==> config.mk <==
export PLATFORM = sky130hd
export DESIGN_NAME = ex_div_unit
export DESIGN_NICKNAME = d
export VERILOG_FILES = /design/src/rtl/ex_div_unit.sv
export SDC_FILE = /design/constraint.sdc
export NUM_CORES = 1
export LEC_CHECK = 0
export BUFFER_PORTS_ARGS = -buffer_cell sky130_fd_sc_hd__buf_2
export CAP_MARGIN = 20
export CORE_UTILIZATION = 27
export DETAILED_ROUTE_END_ITERATION = 16
export GPL_ROUTABILITY_DRIVEN = 0
export REMOVE_ABC_BUFFERS = 1
export SYNTH_ARGS = -nofsm -noshare
export SYNTH_HDL_FRONTEND = slang
export SYNTH_SLANG_ARGS = --single-unit
export TNS_END_PERCENT = 10
==> constraint.sdc <==
create_clock -name clk -period 7.6 [get_ports clk]
set_clock_uncertainty 0.2 [all_clocks]
set_input_delay 1.52 -clock clk [delete_from_list [all_inputs] [get_ports clk]]
set_output_delay 1.52 -clock clk [all_outputs]
set_load 0.03 [all_outputs]
==> src/rtl/ex_div_unit.sv <==
// Iterative radix-2 restoring divider for RV32M DIV/DIVU/REM/REMU in the EX stage.
// Divide-by-zero and signed overflow complete on a one-cycle fast path.
//
// state  | meaning
// S_IDLE | waiting for a divide op; fast-path cases resolve here
// S_CALC | one quotient bit per cycle, XLEN cycles
// S_DONE | result valid for one cycle, pipeline released
module ex_div_unit #(
  parameter int XLEN = 32
) (
  input  logic            clk,
  input  logic            rst,
  input  logic            i_start,
  input  logic [1:0]      i_op,
  input  logic [XLEN-1:0] i_a,
  input  logic [XLEN-1:0] i_b,
  input  logic            i_flush,
  output logic            o_stall,
  output logic            o_busy,
  output logic            o_valid,
  output logic [XLEN-1:0] o_result
);

  localparam int CW = $clog2(XLEN + 1);
  localparam logic [CW-1:0] CNT_INIT = CW'(XLEN);
  localparam logic [CW-1:0] CNT_ONE  = CW'(1);
  localparam logic [XLEN-1:0] INT_MIN = {1'b1, {(XLEN-1){1'b0}}};

  typedef enum logic [1:0] {S_IDLE, S_CALC, S_DONE} state_t;

  state_t          r_state;
  logic [CW-1:0]   r_cnt;
  logic [XLEN-1:0] r_quo;
  logic [XLEN-1:0] r_rem;
  logic [XLEN-1:0] r_div;
  logic [XLEN-1:0] r_result;
  logic            r_is_rem;
  logic            r_neg_q;
  logic            r_neg_r;
  logic            r_valid;
  logic            r_busy;

  logic            w_signed;
  logic            w_a_neg;
  logic            w_b_neg;
  logic [XLEN-1:0] w_a_abs;
  logic [XLEN-1:0] w_b_abs;
  logic            w_b_zero;
  logic            w_ovf;
  logic [XLEN:0]   w_shifted;
  logic [XLEN:0]   w_trial;
  logic [XLEN-1:0] w_rem_next;
  logic [XLEN-1:0] w_quo_next;
  logic [XLEN-1:0] w_q_fix;
  logic [XLEN-1:0] w_r_fix;

  assign w_signed = ~i_op[0];
  assign w_a_neg  = w_signed & i_a[XLEN-1];
  assign w_b_neg  = w_signed & i_b[XLEN-1];
  assign w_a_abs  = w_a_neg ? -i_a : i_a;
  assign w_b_abs  = w_b_neg ? -i_b : i_b;
  assign w_b_zero = (i_b == '0);
  assign w_ovf    = w_signed & (i_a == INT_MIN) & (i_b == '1);

  // Restoring step: a borrow out of the trial subtract means the divisor does not fit.
  assign w_shifted  = {r_rem, r_quo[XLEN-1]};
  assign w_trial    = w_shifted - {1'b0, r_div};
  assign w_rem_next = w_trial[XLEN] ? w_shifted[XLEN-1:0] : w_trial[XLEN-1:0];
  assign w_quo_next = {r_quo[XLEN-2:0], ~w_trial[XLEN]};
  assign w_q_fix    = r_neg_q ? -w_quo_next : w_quo_next;
  assign w_r_fix    = r_neg_r ? -w_rem_next : w_rem_next;

  always_ff @(posedge clk or negedge rst) begin
    if (!rst) begin
      r_state  <= S_IDLE;
      r_cnt    <= '0;
      r_quo    <= '0;
      r_rem    <= '0;
      r_div    <= '0;
      r_result <= '0;
      r_is_rem <= 1'b0;
      r_neg_q  <= 1'b0;
      r_neg_r  <= 1'b0;
      r_valid  <= 1'b0;
      r_busy   <= 1'b0;
    end else if (i_flush) begin
      r_state <= S_IDLE;
      r_valid <= 1'b0;
      r_busy  <= 1'b0;
    end else begin
      case (r_state)
        S_IDLE: begin
          r_valid <= 1'b0;
          if (i_start) begin
            r_is_rem <= i_op[1];
            r_neg_q  <= w_a_neg ^ w_b_neg;
            r_neg_r  <= w_a_neg;
            r_div    <= w_b_abs;
            r_busy   <= 1'b1;
            if (w_b_zero) begin
              r_result <= i_op[1] ? i_a : '1;
              r_valid  <= 1'b1;
              r_state  <= S_DONE;
            end else if (w_ovf) begin
              r_result <= i_op[1] ? '0 : INT_MIN;
              r_valid  <= 1'b1;
              r_state  <= S_DONE;
            end else begin
              r_cnt   <= CNT_INIT;
              r_rem   <= '0;
              r_quo   <= w_a_abs;
              r_state <= S_CALC;
            end
          end
        end
        S_CALC: begin
          r_rem <= w_rem_next;
          r_quo <= w_quo_next;
          r_cnt <= r_cnt - CNT_ONE;
          if (r_cnt == CNT_ONE) begin
            r_result <= r_is_rem ? w_r_fix : w_q_fix;
            r_valid  <= 1'b1;
            r_state  <= S_DONE;
          end
        end
        S_DONE: begin
          r_valid <= 1'b0;
          r_busy  <= 1'b0;
          r_state <= S_IDLE;
        end
        default: begin
          r_valid <= 1'b0;
          r_busy  <= 1'b0;
          r_state <= S_IDLE;
        end
      endcase
    end
  end

  // Accepting a start must freeze the front of the pipeline in the same cycle.
  assign o_stall  = ((r_state == S_IDLE) & i_start & ~i_flush) | (r_state == S_CALC);
  assign o_busy   = r_busy;
  assign o_valid  = r_valid;
  assign o_result = r_result;

endmodule

==> impl_table.tex, run 1 <==
\begin{tabular}{lr}
\hline
Metric & Value \\
\hline
\multicolumn{2}{l}{\textbf{Drt}} \\
Total length of routed wires & 38500 um \\
Vias per cell & 5.45 \\
Remaining number of nets flagged by the antenna check after routing & 0 \\
Routed length per instance & 18.6 um \\
Number of design rule violations left after detail routing & 0 \\
First-pass DRT Iterations & 7 \\
Initial drt markers & 991 \\
Overall via count from detail\_route & 11.3k \\
\multicolumn{2}{l}{\textbf{Layout}} \\
P\&R area growth vs syn & 14.2\% \\
Fill count & 4470 \\
Share of cells above drive strength 1 & 11.6\% \\
Net count of the finished layout & 1633 \\
Most used cells in the layout excluding fill and tap cells & nor2\_1 (141), dfrtp\_1 (141), nand2\_1 (137) \\
\multicolumn{2}{l}{\textbf{Synth}} \\
Fraction of the yosys area taken by sequential cells & 30.3\% \\
Distinct cells, synth & 77 \\
Number of flip-flops and latches in the synthesized netlist & 141 \\
Warnings, synthesis & 0 \\
Post-synth EDFFs & 0 \\
Cell type contributing the most total cell area after synthesis & dfrtp\_1 \\
Average cell area after synthesis & 7.93 um2 \\
Post-Syn Area & 11600 um2 \\
Dominant register cell in the synthesized netlist & dfrtp\_1 \\
Proportion of synthesized flip-flops having asynchronous set or reset & 100\% \\
Synth top area cells & dfrtp\_1 (30\%), o21ai\_0 (5.6\%), xnor2\_1 (5.3\%) \\
Synthesized instance count & 1469 \\
Area share of the largest cell type after synthesis & 30.3\% \\
\multicolumn{2}{l}{\textbf{Setup path}} \\
Largest fanout of any net on the critical path & 7 \\
Required time of the critical path & 7.70 ns \\
Slowest cell on crit path & or4\_1 \\
End point of the critical path & o\_result[30] \\
Slack of the worst reg-to-reg path & 1.58 ns \\
Worst Setup Start Kind & flip-flop \\
Worst Path Class, Setup & flip-flop to flip-flop \\
Endpoint of the lowest-slack register-to-register path & o\_result[30] \\
Cell Chain, Critical Path & inv\_1, ha\_1, fa\_1, nand2b\_1, a211o\_1, a32o\_1, o41ai\_4, a21oi\_4, xnor2\_4, inv\_4, ha\_1, nand2b\_1, or3\_1, or4\_1, or4\_1, o41ai\_1, xor2\_1, nor2\_1, a2111oi\_0, a21oi\_1 \\
Delay of the slowest critical-path stage & 0.56 ns \\
Crit end category & flip-flop \\
Arr. time, crit path & 6.11 ns \\
FF-to-FF path depth & 20 \\
Worst reg2reg path startpoint & r\_quo[31] \\
Setup crit start & r\_quo[31] \\
\multicolumn{2}{l}{\textbf{Global route}} \\
Antenna violations before repair & 5 \\
First-pass GRT wire length & 60600 um \\
Via count of the first global-routing pass & 10.8k \\
Global routing usage summed across all routing layers & 17.5\% \\
Pin count of the biggest net entering global routing & 82 \\
Global route overflow & 0 \\
\multicolumn{2}{l}{\textbf{Clock tree}} \\
Clk buf depth & 2 \\
Latest clock arrival within the worst-skew pair & 0.44 ns \\
Post-CTS Hold Fix Bufs & 0 \\
Htree depth & 4 \\
Clock Tree Root & clkbuf\_16 \\
Clock tree sinks & 141 \\
Clock tree from TritonCTS & done \\
Number of instances resized during post-cts repair & 0 \\
CTS Buf Count & 17 \\
Postcts setup bufs & 0 \\
Clock Pin Slew Worst Setup and Hold Paths & 0.06 ns \\
\multicolumn{2}{l}{\textbf{Die}} \\
DIE HEIGHT & 210 um \\
Number of standard-cell rows in the floorplan & 75 \\
Die Outline Area & 44000 um2 \\
Floorplan Core Area & 42200 um2 \\
Width of the chip & 210 um \\
Total I/O pin count & 105 \\
Effective utilization at floorplan & 27.6\% \\
\multicolumn{2}{l}{\textbf{Power and ir drop}} \\
Pint & 0.00245 W \\
Reported leakage power & 5.47 nW \\
Clk network pwr share & 19.2\% \\
Peak supply drop & 146 uV \\
Sequential share of power & 29.2\% \\
Switching power & 0.00218 W \\
Combinational share of power & 51.6\% \\
Power, Total & 0.00463 W \\
Pwr/cell area & 348 nW/um2 \\
Switching power as a share of total power & 47.1\% \\
\multicolumn{2}{l}{\textbf{Timing}} \\
Setup repair after global routing missed its margin & no \\
Final setup violating endpoints & 0 \\
Final critical-path setup slack & 1.58 ns \\
Peak clock frequency supported by timing & 166 MHz \\
Slew of the pin with the lowest slew margin & 1.02 ns \\
Max-slew headroom & 30.0\% \\
Final hold violation count & 0 \\
Final critical-path share of the clock period & 79.1\% \\
Minimum hold slack & 0.280 ns \\
Fin. max-slew vios & 0 \\
Post-layout min period & 6.02 ns \\
\multicolumn{2}{l}{\textbf{Place}} \\
Sum of net half-perimeters after detailed placement & 29200 um \\
Quantity of I/O buffers inserted on ports & 104 \\
Post-placement setup slack & 1.64 ns \\
\multicolumn{2}{l}{\textbf{Min path}} \\
Cell depth of the worst hold path & 1 \\
Class of the most critical hold timing path & flip-flop to flip-flop \\
\multicolumn{2}{l}{\textbf{Run}} \\
Number of max-cap violations & 0 \\
\multicolumn{2}{l}{\textbf{Run status}} \\
Outcome & finished, final reports clean \\
\hline
\end{tabular}
==> worst min-delay path by stage <==
stage	from	end	slack [ns]
6_report	o_valid	o_valid	0.28
5_1_grt	o_result[4]	o_result[4]	0.32
4_1_cts	o_valid	o_valid	0.28
3_5_place_dp	o_valid	o_valid	0.26
3_3_place_gp	o_busy	o_busy	0.26
2_1_floorplan	r_cnt[5]	r_cnt[5]	0.25
==> state kept, by name, indices dropped and copies added (netlist names) <==
name and count:
o_result 32, r_div 32, r_quo 32, r_rem 32
r_cnt 6, r_state 2, o_busy 1, o_valid 1
r_is_rem 1, r_neg_q 1, r_neg_r 1
==> cells in the mapped netlist (4+ instances only) <==
cell / n
o221ai_1: 7
or3_1: 19
or2_2: 4
xor2_1: 63
a2111oi_0: 6
o21a_1: 13
a31oi_1: 26
dfrtp_1: 141
o21bai_1: 4
a21oi_1: 120
nor4_1: 16
inv_1: 63
o211ai_1: 17
a211oi_1: 11
xnor2_1: 70
a21o_1: 15
and3_1: 5
o31ai_1: 26
o21ai_0: 131
nor3b_1: 7
nor2b_1: 11
mux2i_1: 32
nand4_1: 21
nor2_1: 143
ha_1: 39
nand2b_1: 15
clkbuf_1: 66
o2111ai_1: 7
and2_1: 8
nand3_1: 23
nor3_1: 62
o41ai_1: 10
nand2_1: 138
mux2_2: 5
or4_1: 15
o22ai_1: 5
a221o_1: 29
buf_1: 13
==> kinds of logic after synthesis <==
kind of cell	after synthesis	synth area share, %
adder cells (fa/ha/maj)	40	4.36
XOR/XNOR	134	10.2
AO/OA/AOI/OAI	465	26.1
AND/OR/NAND/NOR	502	20.6
multiplexers	38	3.43
flip-flops	141	30.3
buffers and inverters	149	4.99
==> power by group through the flow <==
stage               registers, W  clock network, W  logic (W)
floorplan                0.00145                 0    0.00153
global placement         0.00135                 0    0.00234
detailed placement       0.00136                 0    0.00237
CTS                      0.00135          0.000904    0.00239
global route             0.00139          0.000938    0.00262
finish                   0.00135          0.000890    0.00239
==> metal layers <==
| layer | share of wire, % | GRT usage [%] |
|---|---|---|
| met1 | 43 | 21.8 |
| met4 | 3.8 | 7.45 |
| met2 | 48 | 29.6 |
| met5 | 0.093 | 0 |
| met3 | 4.6 | 3.16 |
==> cell type report <==
cell class | count | area (um2) | area share (%)
well taps | 539 | 674 | 5.07
diodes | 1 | 2.50 | 0.0188
flip-flops and latches | 141 | 3530 | 26.5
clock buffers | 21 | 480 | 3.61
clock inverters | 9 | 136 | 1.03
repair buffers | 120 | 671 | 5.04
multi-input cells | 1179 | 7570 | 56.9
inverters | 64 | 243 | 1.82
==> critical path: cells and delay by family (launching register included) <==
kind | cells | cell delay [ns]
adders and majority gates | 3 | 0.84
xor gates and xnor gates | 2 | 0.36
AOI/OAI and AO/OA | 7 | 2.08
DFF | 1 | 0.40
and+or+nand+nor | 6 | 1.81
buffers and inverters | 2 | 0.20
==> stage by stage <==
step / TNS [ns] / instance area, um2 / utilization, % / instances
floorplan: -2.50 / 11300 / - / 1384
global placement: 0 / 12600 / 29.9 / 2041
detailed placement: 0 / 12600 / 29.9 / 2041
CTS: 0 / 13300 / 31.4 / 2071
global route: 0 / 13300 / 31.5 / 2073
finish: 0 / 13300 / 31.5 / 2074
(Power assumes the default switching activity.)
==> inputs of run 2 (changes only) <==
- clock period: 7.6 -> 6 ns (I/O delays scaled with it)
==> run 2 against run 1 <==
Compared with the run above:
- non-clock buffer count rose by 4
- hold slack improved by 0.0013 ns
- sequential share of layout area barely moved
- fmax rose by 4.4%
- wire length rose by 1.5%
- sequential power rose by 26%
- total power rose by 26%
- final area rose by 0.12%
- first-iteration DRC count rose by 2.6%
- largest power group unchanged
==> impl_table.tex, run 2 (synthesized netlist as in run 1, its figures left out) <==
\begin{tabular}{lr}
\hline
Metric & Value \\
\hline
\multicolumn{2}{l}{\textbf{Layout}} \\
Net count of the finished layout & 1637 (+0.24\%) \\
Most used cells in the layout excluding fill and tap cells & nor2\_1 (141), dfrtp\_1 (141), nand2\_1 (137) \\
Share of cells above drive strength 1 & 12.1\% (+0.54 points) \\
Area of the multi-input gates & 7580 um2 (+0.21\%) \\
Final core utilization & 31.5\% (+0.038 points) \\
Fill count & 4481 (+0.25\%) \\
P\&R area growth vs syn & 14.4\% \\
Final cell area excluding filler cells & 13300 um2 (+0.12\%) \\
Storage cell area & 3530 um2 (unchanged) \\
\multicolumn{2}{l}{\textbf{Place}} \\
Quantity of I/O buffers inserted on ports & 104 (unchanged) \\
Placed cell area & 12700 um2 (+0.50\%) \\
Sum of net half-perimeters after detailed placement & 29200 um (about the same) \\
\multicolumn{2}{l}{\textbf{Clock tree}} \\
Clock tree sinks & 141 (unchanged) \\
Postcts setup bufs & 0 (unchanged) \\
Htree depth & 4 (unchanged) \\
Clock Tree Root & clkbuf\_16 \\
Number of instances resized during post-cts repair & 0 (unchanged) \\
Latest clock arrival within the worst-skew pair & 0.45 ns (about the same) \\
Post-CTS Hold Fix Bufs & 0 (unchanged) \\
Clk buf depth & 2 (unchanged) \\
Clock Pin Slew Worst Setup and Hold Paths & 0.07 ns (about the same) \\
Clock tree from TritonCTS & done \\
CTS Buf Count & 17 (unchanged) \\
\multicolumn{2}{l}{\textbf{Die}} \\
Total I/O pin count & 105 (unchanged) \\
Floorplan Core Area & 42200 um2 (unchanged) \\
Die Outline Area & 44000 um2 (unchanged) \\
Effective utilization at floorplan & 27.6\% (unchanged) \\
Number of standard-cell rows in the floorplan & 75 (unchanged) \\
DIE HEIGHT & 210 um (unchanged) \\
Width of the chip & 210 um (unchanged) \\
\multicolumn{2}{l}{\textbf{Setup path}} \\
Setup crit start & r\_quo[31] \\
Worst Path Class, Setup & flip-flop to flip-flop \\
Worst Setup Start Kind & flip-flop \\
Delay of the slowest critical-path stage & 0.50 ns (-0.06 ns) \\
Slowest cell on crit path & or4\_4 \\
CP delay by family, top & simple AND/OR/NAND/NOR gates \\
Crit end category & flip-flop \\
Required time of the critical path & 6.11 ns (-1.59 ns) \\
Cell Chain, Critical Path & inv\_1, ha\_1, fa\_1, nand2b\_1, a211o\_1, a32o\_1, o41ai\_4, a21oi\_4, xnor2\_4, inv\_4, ha\_1, nand2b\_1, or3\_1, or4\_1, or4\_4, or3\_1, o31ai\_2, xor2\_1, nor2\_1, a21oi\_1, o21ai\_0 \\
Largest fanout of any net on the critical path & 11 (+4) \\
Critical path buffers and inverters & 2 (unchanged) \\
Worst reg2reg path startpoint & r\_quo[31] \\
Arr. time, crit path & 5.87 ns (-0.24 ns) \\
\multicolumn{2}{l}{\textbf{Drt}} \\
Remaining number of nets flagged by the antenna check after routing & 0 (unchanged) \\
Vias per cell & 5.54 (+1.6\%) \\
Initial drt markers & 1017 (+2.6\%) \\
Total length of routed wires & 39100 um (+1.5\%) \\
Number of design rule violations left after detail routing & 0 (unchanged) \\
Routed length per instance & 18.8 um (+1.2\%) \\
First-pass DRT Iterations & 5 (-2) \\
Overall via count from detail\_route & 11.5k (+1.9\%) \\
\multicolumn{2}{l}{\textbf{Power and ir drop}} \\
Switching power as a share of total power & 48.2\% (+1.1 points) \\
Combinational share of power & 52.3\% (+0.7 points) \\
Peak supply drop & 261 uV (+80\%) \\
Pint & 0.00302 W (+23\%) \\
Switching power & 0.00281 W (+29\%) \\
Sequential share of power & 29.2\% (about the same) \\
Clk network pwr share & 18.5\% (-0.7 points) \\
Pwr/cell area & 438 nW/um2 (+26\%) \\
Reported leakage power & 5.47 nW (about the same) \\
\multicolumn{2}{l}{\textbf{Min path}} \\
Hold path startpoint & o\_result[5] \\
Class of the most critical hold timing path & flip-flop to flip-flop \\
\multicolumn{2}{l}{\textbf{Timing}} \\
Peak clock frequency supported by timing & 174 MHz (+4.4\%) \\
Slew of the pin with the lowest slew margin & 1.05 ns (+0.0240 ns) \\
Final hold violation count & 0 (unchanged) \\
Final setup violating endpoints & 0 (unchanged) \\
Fin. max-slew vios & 0 (unchanged) \\
Final critical-path share of the clock period & 96.0\% (+17 points) \\
Setup repair after global routing missed its margin & no \\
Max-slew headroom & 29.3\% (-0.72 points) \\
Post-layout min period & 5.76 ns (-0.254 ns) \\
Setup total negative slack & 0 ns (unchanged) \\
Minimum hold slack & 0.282 ns (+0.00132 ns) \\
\multicolumn{2}{l}{\textbf{Global route}} \\
Antenna violations before repair & 3 (-2) \\
Global routing usage summed across all routing layers & 17.7\% (+0.20 points) \\
Global route overflow & 0 (unchanged) \\
Via count of the first global-routing pass & 11.0k (+1.8\%) \\
First-pass GRT wire length & 61600 um (+1.6\%) \\
Pin count of the biggest net entering global routing & 91 (+11\%) \\
\multicolumn{2}{l}{\textbf{Run}} \\
Number of max-cap violations & 0 (unchanged) \\
\multicolumn{2}{l}{\textbf{Run status}} \\
Outcome & finished, final reports clean \\
\hline
\end{tabular}
run 2: changes by cell type in the layout (fill, tap and decap cells not counted), moves of 2 or more:
cell | before | now
buf_4 | 14 | 18
inv_6 | 0 | 4
buf_12 | 0 | 2
bufinv_16 | 3 | 1
clkbuf_8 | 4 | 2
clkinvlp_4 | 2 | 4
run 2: path summary, 6_finish.rpt:
| check | end | slack, ns | cells after the start |
|---|---|---|---|
| min reg2reg | o_result[5] | 0.28 | 1 |
| max | o_result[26] | 0.24 | 21 |
| max reg2reg | o_result[26] | 0.24 | 21 |
| min in group asynchronous | r_cnt[4] | 0.58 | 1 |
| min | o_result[5] | 0.28 | 1 |
| max in group asynchronous | r_div[9] | 3.77 | 2 |
run 2: worst reg2reg max path, cell delays in order (launching register included):
cell      delay (ns)
dfrtp_1         0.41
inv_1           0.09
ha_1            0.24
fa_1            0.40
nand2b_1        0.18
a211o_1         0.31
a32o_1          0.30
o41ai_4         0.31
a21oi_4         0.16
xnor2_4         0.18
inv_4           0.14
ha_1            0.21
nand2b_1        0.11
or3_1           0.40
or4_1           0.49
or4_4           0.50
or3_1           0.35
o31ai_2         0.21
xor2_1          0.17
nor2_1          0.05
a21oi_1         0.13
o21ai_0         0.09
run 2: per-stage QoR:
stage / instances / total power, W / setup WS (ns)
after floorplan: 1384 / 0.00377 / -2.76
after global placement: 2046 / 0.00468 / 0.283
after detailed placement: 2046 / 0.00473 / 0.162
after CTS: 2078 / 0.00582 / 0.131
after global routing: 2080 / 0.00623 / 0.00580
final: 2080 / 0.00583 / 0.239
run 2: power by group through the flow:
stage / clock, W / combinational [W] / sequential [W]
6_report: 0.00108 / 0.00305 / 0.00170
5_1_grt: 0.00113 / 0.00335 / 0.00175
4_1_cts: 0.00110 / 0.00304 / 0.00169
3_5_place_dp: 0 / 0.00302 / 0.00170
3_3_place_gp: 0 / 0.00298 / 0.00170
2_1_floorplan: 0 / 0.00194 / 0.00183
run 2: area by class of cell:
cell class	instances	area share (%)
Tap cell	539	5.06
Antenna cell	1	0.0188
Timing Repair Buffer	124	5.27
Sequential cell	141	26.5
Clock buffer	19	3.40
Inverter	64	1.82
Clock inverter	13	0.996
Multi-Input combinational cell	1179	56.9
run 2: metal layers:
metal	track usage, %	share of wire (%)
met5	0	0.051
met4	6.95	2.8
met3	2.45	4.7
met2	29.5	48
met1	23.2	44
==> inputs of run 3 (changes only) <==
- PLACE_DENSITY_LB_ADDON: not set -> 0.15
==> run 3 against run 2 <==
Compared with the run above:
- critical path depth is the same
- wire length increased by 6.7%
- clock-buffer cell count increased by 1
- worst setup slack improved by 0.096 ns
- register-to-register slack better by 0.096 ns
==> impl_table.tex, run 3 (synthesized netlist as in run 1, its figures left out) <==
\begin{tabular}{lr}
\hline
Metric & Value \\
\hline
\multicolumn{2}{l}{\textbf{Run status}} \\
Outcome & finished, final reports clean \\
\multicolumn{2}{l}{\textbf{Power and ir drop}} \\
Peak supply drop & 281 uV (+7.4\%) \\
Sequential share of power & 28.9\% (-0.3 points) \\
Switching power as a share of total power & 48.0\% (-0.16 points) \\
Reported leakage power & 5.52 nW (+0.83\%) \\
Clk network pwr share & 18.6\% (about the same) \\
Pint & 0.00306 W (+1.4\%) \\
Pwr/cell area & 440 nW/um2 (+0.61\%) \\
Combinational share of power & 52.5\% (+0.2 points) \\
Switching power & 0.00283 W (+0.71\%) \\
\multicolumn{2}{l}{\textbf{Die}} \\
Die Outline Area & 44000 um2 (unchanged) \\
Effective utilization at floorplan & 27.6\% (unchanged) \\
Width of the chip & 210 um (unchanged) \\
Number of standard-cell rows in the floorplan & 75 (unchanged) \\
Floorplan Core Area & 42200 um2 (unchanged) \\
DIE HEIGHT & 210 um (unchanged) \\
Total I/O pin count & 105 (unchanged) \\
\multicolumn{2}{l}{\textbf{Place}} \\
Placed instance count & 2054 (+0.39\%) \\
Placed cell area & 12800 um2 (+0.47\%) \\
Quantity of I/O buffers inserted on ports & 104 (unchanged) \\
Sum of net half-perimeters after detailed placement & 30900 um (+6.0\%) \\
\multicolumn{2}{l}{\textbf{Setup path}} \\
Endpoint of the lowest-slack register-to-register path & o\_result[26] \\
Delay of the slowest critical-path stage & 0.49 ns (about the same) \\
Worst reg2reg path startpoint & r\_quo[31] \\
Critical path buffers and inverters & 2 (unchanged) \\
Crit end category & flip-flop \\
Largest fanout of any net on the critical path & 7 (-4) \\
Required time of the critical path & 6.10 ns (about the same) \\
Arr. time, crit path & 5.77 ns (-0.10 ns) \\
CP delay by family, top & simple AND/OR/NAND/NOR gates \\
Cell Chain, Critical Path & inv\_1, ha\_1, fa\_1, nand2b\_1, a211o\_1, a32o\_1, o41ai\_4, a21oi\_4, xnor2\_4, inv\_4, ha\_1, nand2b\_1, or3\_1, or4\_4, or4\_4, or3\_1, o31ai\_2, xor2\_1, nor2\_1, a21oi\_1, o21ai\_0 \\
Slack of the worst reg-to-reg path & 0.34 ns (+0.10 ns) \\
Worst Setup Start Kind & flip-flop \\
FF-to-FF path depth & 21 (unchanged) \\
Slowest cell on crit path & or4\_4 \\
Worst Path Class, Setup & flip-flop to flip-flop \\
\multicolumn{2}{l}{\textbf{Global route}} \\
Global route overflow & 0 (unchanged) \\
Global routing usage summed across all routing layers & 19.1\% (+1.4 points) \\
Antenna violations before repair & 1 (-2) \\
Via count of the first global-routing pass & 11.0k (-0.61\%) \\
First-pass GRT wire length & 65000 um (+5.6\%) \\
Pin count of the biggest net entering global routing & 97 (+6.6\%) \\
\multicolumn{2}{l}{\textbf{Drt}} \\
Vias per cell & 5.46 (-1.4\%) \\
Overall via count from detail\_route & 11.4k (-1.1\%) \\
Met2 wire len & 19700 um (+4.6\%) \\
Remaining number of nets flagged by the antenna check after routing & 0 (unchanged) \\
Total length of routed wires & 41700 um (+6.7\%) \\
Top metal layer carrying routed signals & met4 \\
Number of design rule violations left after detail routing & 0 (unchanged) \\
Initial drt markers & 734 (-28\%) \\
Routed met1 length & 19400 um (+12\%) \\
Routed length per instance & 20.0 um (+6.3\%) \\
First-pass DRT Iterations & 5 (unchanged) \\
Routed wl met3 & 1880 um (+3.5\%) \\
\multicolumn{2}{l}{\textbf{Layout}} \\
Net count of the finished layout & 1646 (+0.55\%) \\
Fill count & 4526 (+1.0\%) \\
Final cell count without fillers & 2088 (+0.38\%) \\
Final cell area excluding filler cells & 13400 um2 (+0.44\%) \\
Share of cells above drive strength 1 & 12.6\% (+0.45 points) \\
P\&R area growth vs syn & 14.9\% \\
Most used cells in the layout excluding fill and tap cells & nor2\_1 (141), dfrtp\_1 (141), nand2\_1 (137) \\
Area of the multi-input gates & 7590 um2 (about the same) \\
Storage cell area & 3530 um2 (unchanged) \\
\multicolumn{2}{l}{\textbf{Min path}} \\
Class of the most critical hold timing path & flip-flop to flip-flop \\
Cell depth of the worst hold path & 2 (+1) \\
Worst Hold Path EP & o\_result[15] \\
Hold path startpoint & o\_result[15] \\
\multicolumn{2}{l}{\textbf{Timing}} \\
Fin. max-slew vios & 0 (unchanged) \\
Final hold violation count & 0 (unchanged) \\
Slew of the pin with the lowest slew margin & 1.02 ns (-0.0241 ns) \\
Final setup violating endpoints & 0 (unchanged) \\
Post-layout min period & 5.66 ns (-0.0960 ns) \\
Peak clock frequency supported by timing & 177 MHz (+1.7\%) \\
Final critical-path share of the clock period & 94.4\% (-1.6 points) \\
Max-slew headroom & 31.8\% (+2.5 points) \\
Minimum hold slack & 0.283 ns (+0.00115 ns) \\
Setup repair after global routing missed its margin & no \\
\multicolumn{2}{l}{\textbf{Clock tree}} \\
Clock Pin Slew Worst Setup and Hold Paths & 0.06 ns (about the same) \\
Clock tree sinks & 141 (unchanged) \\
Clock tree from TritonCTS & done \\
Htree depth & 4 (unchanged) \\
Clock Tree Root & clkbuf\_16 \\
Latest clock arrival within the worst-skew pair & 0.45 ns (about the same) \\
CTS Buf Count & 17 (unchanged) \\
Clk buf depth & 2 (unchanged) \\
\multicolumn{2}{l}{\textbf{Run}} \\
Number of max-cap violations & 0 (unchanged) \\
\hline
\end{tabular}
## run 3: cell count changes in the layout (fill, tap and decap cells not counted), sizes merged
cell and change:
inv -5, clkinv +2, clkbuf +2, buf +8
bufinv +1
## run 3: stage by stage
step	setup TNS, ns	utilization [%]	setup WS, ns	total power [W]
2_1_floorplan	-48.87	-	-2.76	0.00377
3_3_place_gp	0	30.2	0.244	0.00479
3_5_place_dp	0	30.2	0.199	0.00480
4_1_cts	0	31.6	0.179	0.00592
5_1_grt	0	31.7	0.0217	0.00635
6_report	0	31.7	0.335	0.00589
## run 3: worst reg2reg max path: stages, from the launching register on
cell and delay [ns]:
dfrtp_1 0.37, inv_1 0.07, ha_1 0.24, fa_1 0.39, nand2b_1 0.18, a211o_1 0.31
a32o_1 0.30, o41ai_4 0.39, a21oi_4 0.15, xnor2_4 0.18, inv_4 0.11, ha_1 0.18
nand2b_1 0.12, or3_1 0.40, or4_4 0.48, or4_4 0.49, or3_1 0.34, o31ai_2 0.21
xor2_1 0.17, nor2_1 0.05, a21oi_1 0.13, o21ai_0 0.08
## run 3: cell type report
type | instances | area share, %
multi-input combinational | 1179 | 56.7
sequential | 141 | 26.4
clock inverter | 11 | 0.889
inverter | 64 | 1.81
tap | 539 | 5.04
clock buffer | 20 | 3.41
timing repair buffer | 133 | 5.73
antenna | 1 | 0.0187
## run 3: per-layer routing
layer	vias up	track usage (%)
li1	5501	-
met1	5599	25.8
met2	261	31.5
met3	38	3.25
met4	0	5.08
met5	-	0
## run 3: worst max path at each step
stage          slack [ns]      start            to  cells past startpoint
6_report             0.34  r_quo[31]  o_result[26]                     21
5_1_grt              0.02  r_quo[31]  o_result[26]                     21
4_1_cts              0.18  r_quo[31]  o_result[30]                     20
3_5_place_dp         0.20  r_quo[31]  o_result[30]                     20
3_3_place_gp         0.24  r_quo[31]  o_result[30]                     20
2_1_floorplan       -2.76    i_flush       o_stall                      2
## run 3: power by group through the flow
stage               sequential [W]  combinational [W]  clock, W
floorplan                  0.00183            0.00194         0
global placement           0.00171            0.00308         0
detailed placement         0.00171            0.00309         0
CTS                        0.00170            0.00310   0.00112
global route               0.00176            0.00343   0.00116
finish                     0.00170            0.00309   0.00109
## run 3: repair_timing
action                                 4_1_cts  5_1_grt
setup buffers                                0        1
gates resized for setup                      0        4
setup endpoints to repair                    0        2
hold buffers                                 0        0
endpoints found under the hold margin        0        0
